--- src/rtl/unidad_fetch_pkg.sv ---
// rtl/unidad_fetch_pkg.sv - shared constants for the instruction-fetch stage
package unidad_fetch_pkg;

   localparam logic [1:0] ST_IDLE  = 2'd0;
   localparam logic [1:0] ST_FETCH = 2'd1;
   localparam logic [1:0] ST_HOLD  = 2'd2;
   localparam logic [1:0] ST_HALT  = 2'd3;

   localparam int unsigned WORD_BYTES = 4;
   localparam logic [31:0] RESET_PC_DEFAULT = 32'h0000_0000;

   localparam logic [1:0] SEL_SEQ    = 2'd0;
   localparam logic [1:0] SEL_BRANCH = 2'd1;
   localparam logic [1:0] SEL_JUMP   = 2'd2;
   localparam logic [1:0] SEL_JR     = 2'd3;

   function automatic logic is_word_aligned(input logic [1:0] addr_lsb);
      return addr_lsb == 2'b00;
   endfunction

endpackage

--- src/rtl/unidad_fetch_next_pc_sel.sv ---
// rtl/unidad_fetch_next_pc_sel.sv - next-PC priority mux (jr > jump > branch > sequential)
module unidad_fetch_next_pc_sel
   import unidad_fetch_pkg::*;
(
   input  logic [31:0] pc_plus4,
   input  logic        branch_take,
   input  logic [31:0] branch_offset,
   input  logic        jump_take,
   input  logic [25:0] jump_index,
   input  logic        jr_take,
   input  logic [31:0] jr_target,
   output logic [31:0] next_pc,
   output logic        misaligned_req
);

   logic [1:0]  sel;
   logic [31:0] branch_target;
   logic [31:0] jump_target;

   assign branch_target = pc_plus4 + (branch_offset << 2);
   assign jump_target   = {pc_plus4[31:28], jump_index, 2'b00};

   always_comb begin
      sel = SEL_SEQ;
      if (jr_take) begin
         sel = SEL_JR;
      end else if (jump_take) begin
         sel = SEL_JUMP;
      end else if (branch_take) begin
         sel = SEL_BRANCH;
      end
   end

   always_comb begin
      next_pc        = pc_plus4;
      misaligned_req = 1'b0;
      case (sel)
         SEL_JR: begin
            next_pc        = jr_target;
            misaligned_req = !is_word_aligned(jr_target[1:0]);
         end
         SEL_JUMP:   next_pc = jump_target;
         SEL_BRANCH: next_pc = branch_target;
         default:    next_pc = pc_plus4;
      endcase
   end

endmodule

--- src/rtl/unidad_fetch.sv ---
// rtl/unidad_fetch.sv - fetch FSM, PC register and instruction latch
module unidad_fetch
   import unidad_fetch_pkg::*;
#(
   parameter logic [31:0] RESET_PC = RESET_PC_DEFAULT
)
(
   input  logic        clk,
   input  logic        rst_n,
   output logic        imem_req,
   output logic [31:0] imem_addr,
   input  logic        imem_ready,
   input  logic [31:0] imem_rdata,
   output logic [31:0] instr,
   output logic        instr_valid,
   input  logic        instr_ack,
   output logic [31:0] pc_out,
   output logic [31:0] pc_plus4,
   input  logic        branch_take,
   input  logic [31:0] branch_offset,
   input  logic        jump_take,
   input  logic [25:0] jump_index,
   input  logic        jr_take,
   input  logic [31:0] jr_target,
   output logic        misaligned
);

   logic [1:0]  state_q, state_d;
   logic [31:0] pc_q, pc_d;
   logic [31:0] instr_q, instr_d;
   logic        valid_q, valid_d;
   logic        mis_q, mis_d;
   logic [31:0] next_pc;
   logic        mis_req;

   assign pc_plus4 = pc_q + 32'(WORD_BYTES);

   unidad_fetch_next_pc_sel u_next_pc_sel (
      .pc_plus4       (pc_plus4),
      .branch_take    (branch_take),
      .branch_offset  (branch_offset),
      .jump_take      (jump_take),
      .jump_index     (jump_index),
      .jr_take        (jr_take),
      .jr_target      (jr_target),
      .next_pc        (next_pc),
      .misaligned_req (mis_req)
   );

   // Redirects only matter on an acked HOLD cycle; everywhere else they are ignored.
   always_comb begin
      state_d = state_q;
      pc_d    = pc_q;
      instr_d = instr_q;
      valid_d = valid_q;
      mis_d   = mis_q;
      case (state_q)
         ST_IDLE: state_d = ST_FETCH;
         ST_FETCH: begin
            if (imem_ready) begin
               instr_d = imem_rdata;
               valid_d = 1'b1;
               state_d = ST_HOLD;
            end
         end
         ST_HOLD: begin
            if (instr_ack) begin
               valid_d = 1'b0;
               if (mis_req) begin
                  mis_d   = 1'b1;
                  state_d = ST_HALT;
               end else begin
                  pc_d    = next_pc;
                  state_d = ST_FETCH;
               end
            end
         end
         default: valid_d = 1'b0;
      endcase
   end

   always_ff @(posedge clk or negedge rst_n) begin
      if (!rst_n) begin
         state_q <= ST_IDLE;
         pc_q    <= {RESET_PC[31:2], 2'b00};
         instr_q <= '0;
         valid_q <= 1'b0;
         mis_q   <= 1'b0;
      end else begin
         state_q <= state_d;
         pc_q    <= pc_d;
         instr_q <= instr_d;
         valid_q <= valid_d;
         mis_q   <= mis_d;
      end
   end

   assign imem_req    = (state_q == ST_FETCH);
   assign imem_addr   = pc_q;
   assign pc_out      = pc_q;
   assign instr       = instr_q;
   assign instr_valid = valid_q;
   assign misaligned  = mis_q;

endmodule

--- config.mk ---
export PLATFORM = sky130hd
export DESIGN_NAME = unidad_fetch
export DESIGN_NICKNAME = d
export VERILOG_FILES = /design/src/rtl/unidad_fetch_pkg.sv /design/src/rtl/unidad_fetch_next_pc_sel.sv /design/src/rtl/unidad_fetch.sv
export SDC_FILE = /design/constraint.sdc
export NUM_CORES = 1
export LEC_CHECK = 0
export CAP_MARGIN = 20
export CORE_MARGIN = 4
export CORE_UTILIZATION = 35
export DETAILED_ROUTE_END_ITERATION = 10
export PLACE_DENSITY = 0.68
export SYNTH_ARGS = -nofsm -noshare
export SYNTH_HDL_FRONTEND = slang
export SYNTH_SLANG_ARGS = --single-unit
--- constraint.sdc ---
create_clock -name clk -period 4.7 [get_ports clk]
set_input_delay 1.175 -clock clk [delete_from_list [all_inputs] [get_ports clk]]
set_output_delay 1.175 -clock clk [all_outputs]
set_load 0.02 [all_outputs]
==> results.toml <==
[logic_synthesis]
yosysSeqAreaShare = 0.284
netlist_top_cells_count = "68 x sky130_fd_sc_hd__dfrtp_1, 59 x sky130_fd_sc_hd__nand2_1, 55 x sky130_fd_sc_hd__a21oi_1, 55 x sky130_fd_sc_hd__nor2_1, 39 x sky130_fd_sc_hd__ha_1"
syn-cell-area_um2 = 5990
synth_top_flop_cell = "sky130_fd_sc_hd__dfrtp_1"
post-synth-top-count-cell = "sky130_fd_sc_hd__dfrtp_1"
post_syn_area_per_cell_um2 = 8.53
yosysWarnings = 0
ys_types = 72
postSynthRegisterBits = 68
post-synth-top-area-fraction = 0.284
syn-num-nets = 871
post-synth-top-area-cell = "sky130_fd_sc_hd__dfrtp_1"
synth-async-reset-ratio = 1.00
synth_enable_flop_cells = 0
synth_area_leaders = "sky130_fd_sc_hd__dfrtp_1 28%, sky130_fd_sc_hd__ha_1 8.2%, sky130_fd_sc_hd__mux2_2 6.0%"
postSynthCellCount = 702

[clock_network]
clock_sink_count = 68
hold_buffers_post_cts = 0
cts.repair.resized = 0
tritoncts.num_buffers = 9
clk_path_buf_depth = 2
clock_insertion_delay_worst_skew_ns = 0.34
clockRootBuffer = "sky130_fd_sc_hd__clkbuf_16"
cts_tree = "built"
path_clk_slew_ns = 0.06
postCtsSetupRepairBufs = 0
cts_max_level = 3

[sta]
fmax_mhz = 228
finalCriticalPeriod_ns = 4.39
maxSlewHeadroom = 0.350
fin_tns_setup_ns = 0
final_max_slew_viol_count = 0
final.period_utilization = 0.933
worst-slew-pin-transition_ns = 0.976
fin_worst_skew_ns = 0.00627
setup-violations-final = 0
hold_viol_final = 0
rsz0062_at_grt = "false"
finalHoldWorstSlack_ns = 0.462

[worst_setup_path]
critPathMaxStageDelay_ns = 0.70
worstReg2RegStart = "imem_addr[4]"
worstPathMaxFanout = 7
worstSetupEndpointType = "primary output"
timing.reg2reg.setup_slack_ns = 0.41
setup.worst_path.class = "reg2out"
cp_slowest_cell = "sky130_fd_sc_hd__or4_1"
r2r_cells = 16
cp-start-kind = "flop"
crit-reg2reg-capture = "imem_addr[29]"
cp_cell_sequence = "ha_1 -> nand3_2 -> or4_1 -> nor2_4 -> nand3_1 -> xnor2_2 -> clkdlybuf4s50_1"
worst-path-buf-inv = 1
cpLargestDelayFamily = "simple AND/OR/NAND/NOR gates"
crit_arrival_ns = 3.21
crit_required_ns = 3.52

[placement]
place_area_um2 = 8550
buffer_ports.inserted = 257
placed_cells_incl_taps = 1125
post-dp-hpwl_um = 17600
routabilityCongestion = 0.905

[power_and_ir_drop]
power.clock.fraction = 0.125
intPower_w = 0.00322
switching_share = 0.460
combinationalPowerShare = 0.670
seqPwrFrac = 0.205
p_leak_nw = 3.61
pwr_density_nw_per_um2 = 673
net-switching-power_w = 0.00274
vdd_drop_max_mv = 0.321

[worst_hold_path]
hold_path.startpoint = "misaligned"
min_delay_path_depth = 1
min-delay-path-class = "reg2reg"
hold_path_end = "misaligned"

[layout]
syn2layout_area_growth_pct = 48.1
area.sequential_um2 = 1700
final_area_um2 = 8860
fillers = 1557
multi_input_comb_area_um2 = 3820
post_layout_nonfiller_instances = 1141
final_layout_size_suffix_gt1_frac = 0.102
layout.nets = 1085
antenna-diode-count = 0

[drt]
wire_per_inst_um = 19.7
detailed_route_wl_um = 22500
detail_route.iter0.violations = 458
drt.antenna.violating_nets = 0
via_count = 6154
firstDrtPassIters = 5
drt-vias-per-instance = 5.39
drc_errors = 0

[outcome]
run_status = "completed"

[floorplan]
fp.dieW_um = 139
dieHeight_um = 139
dieArea_um2 = 19300
design.portCount = 260
start_util = 0.358
row_count = 47
fp.coreArea_um2 = 16700

[global_route]
initial_antenna_violation_count = 0
via_count_of_the_first_global_routing_pass = 6117
grt_first_pass_wirelength_um = 35200
global_route.usage.total = 0.228
grt.overflow.total = 0
grt_max_degree = 42

[job]
cap_viol_max_count = 0
[cell type report]
cell class                      count  share of cell area
Timing Repair Buffer              270               0.300
Clock inverter                      6              0.0100
Sequential cell                    68               0.192
Tap cell                          220              0.0311
Inverter                           24              0.0102
Multi-Input combinational cell    543               0.431
Clock buffer                       10              0.0258
[power by group through the flow]
stage | registers (W) | clock network [W] | logic [W]
after detailed placement | 0.00123 | 0 | 0.00397
after CTS | 0.00122 | 0.000763 | 0.00400
final | 0.00122 | 0.000747 | 0.00399
after floorplan | 0.00148 | 0 | 0.00222
after global routing | 0.00128 | 0.000798 | 0.00428
after global placement | 0.00122 | 0 | 0.00395
[worst max path at each step]
| stage | start | end | cells after the start |
|---|---|---|---|
| after CTS | imem_addr[2] | pc_plus4[18] | 7 |
| after global placement | branch_offset[0] | imem_addr[26] | 13 |
| final | imem_addr[2] | pc_plus4[18] | 7 |
| after detailed placement | branch_offset[0] | imem_addr[26] | 13 |
| after global routing | imem_addr[4] | imem_addr[29] | 16 |
| after floorplan | imem_addr[2] | imem_addr[29] | 17 |
[routing by layer]
| metal | vias up | global-route usage | part of all wire |
|---|---|---|---|
| met5 | - | 0 | 0 |
| met4 | 0 | 0.0618 | 0.015 |
| met3 | 24 | 0.0341 | 0.055 |
| met2 | 226 | 0.386 | 0.48 |
| met1 | 2958 | 0.306 | 0.45 |
| li1 | 2946 | - | - |
[cell usage in the layout, fill, tap and decap left out, drive strengths merged, types with 8 or more instances in the layout]
master / count
o22ai: 11
a211oi: 10
clkbuf: 10
buf: 15
a21oi: 57
nand2: 61
dfrtp: 68
nor2: 62
mux2: 32
nor3: 15
nand4: 12
a221oi: 8
o21a: 8
xor2: 16
clkdlybuf4s50: 255
a21o: 13
a31oi: 8
ha: 39
nand3: 26
inv: 22
o21ai: 43
xnor2: 32
[state kept, by name, indices dropped and copies added (netlist names)]
register and flops:
imem_addr 32, instr 32, instr_valid 1, misaligned 1
state_q 2
[metrics by stage]
step           setup slack (ns)   util  power [W]
3_5_place_dp              0.476  0.512    0.00520
5_1_grt                  0.0897  0.531    0.00636
2_1_floorplan             0.700      -    0.00370
6_report                  0.314  0.531    0.00596
4_1_cts                   0.294  0.531    0.00598
3_3_place_gp              0.533  0.512    0.00517
[worst register-to-register path: cells and delay by family, from the launching register on]
| family | cells | cell delay (ns) |
|---|---|---|
| fa+ha+maj | 1 | 0.35 |
| xor+xnor | 1 | 0.35 |
| flops | 1 | 0.49 |
| compound gates | 4 | 0.76 |
| simple gates | 9 | 2.04 |
| mux | 1 | 0.19 |
[cells by family after synthesis]
group / count (synthesis) / synth area share
AO/OA/AOI/OAI: 201 / 0.222
multiplexers: 39 / 0.0719
buffers and inverters: 91 / 0.0794
XOR/XNOR: 48 / 0.0740
adder cells (fa/ha/maj): 40 / 0.0848
AND/OR/NAND/NOR: 215 / 0.184
flip-flops: 68 / 0.284
Power figures use the tool's default switching activity.
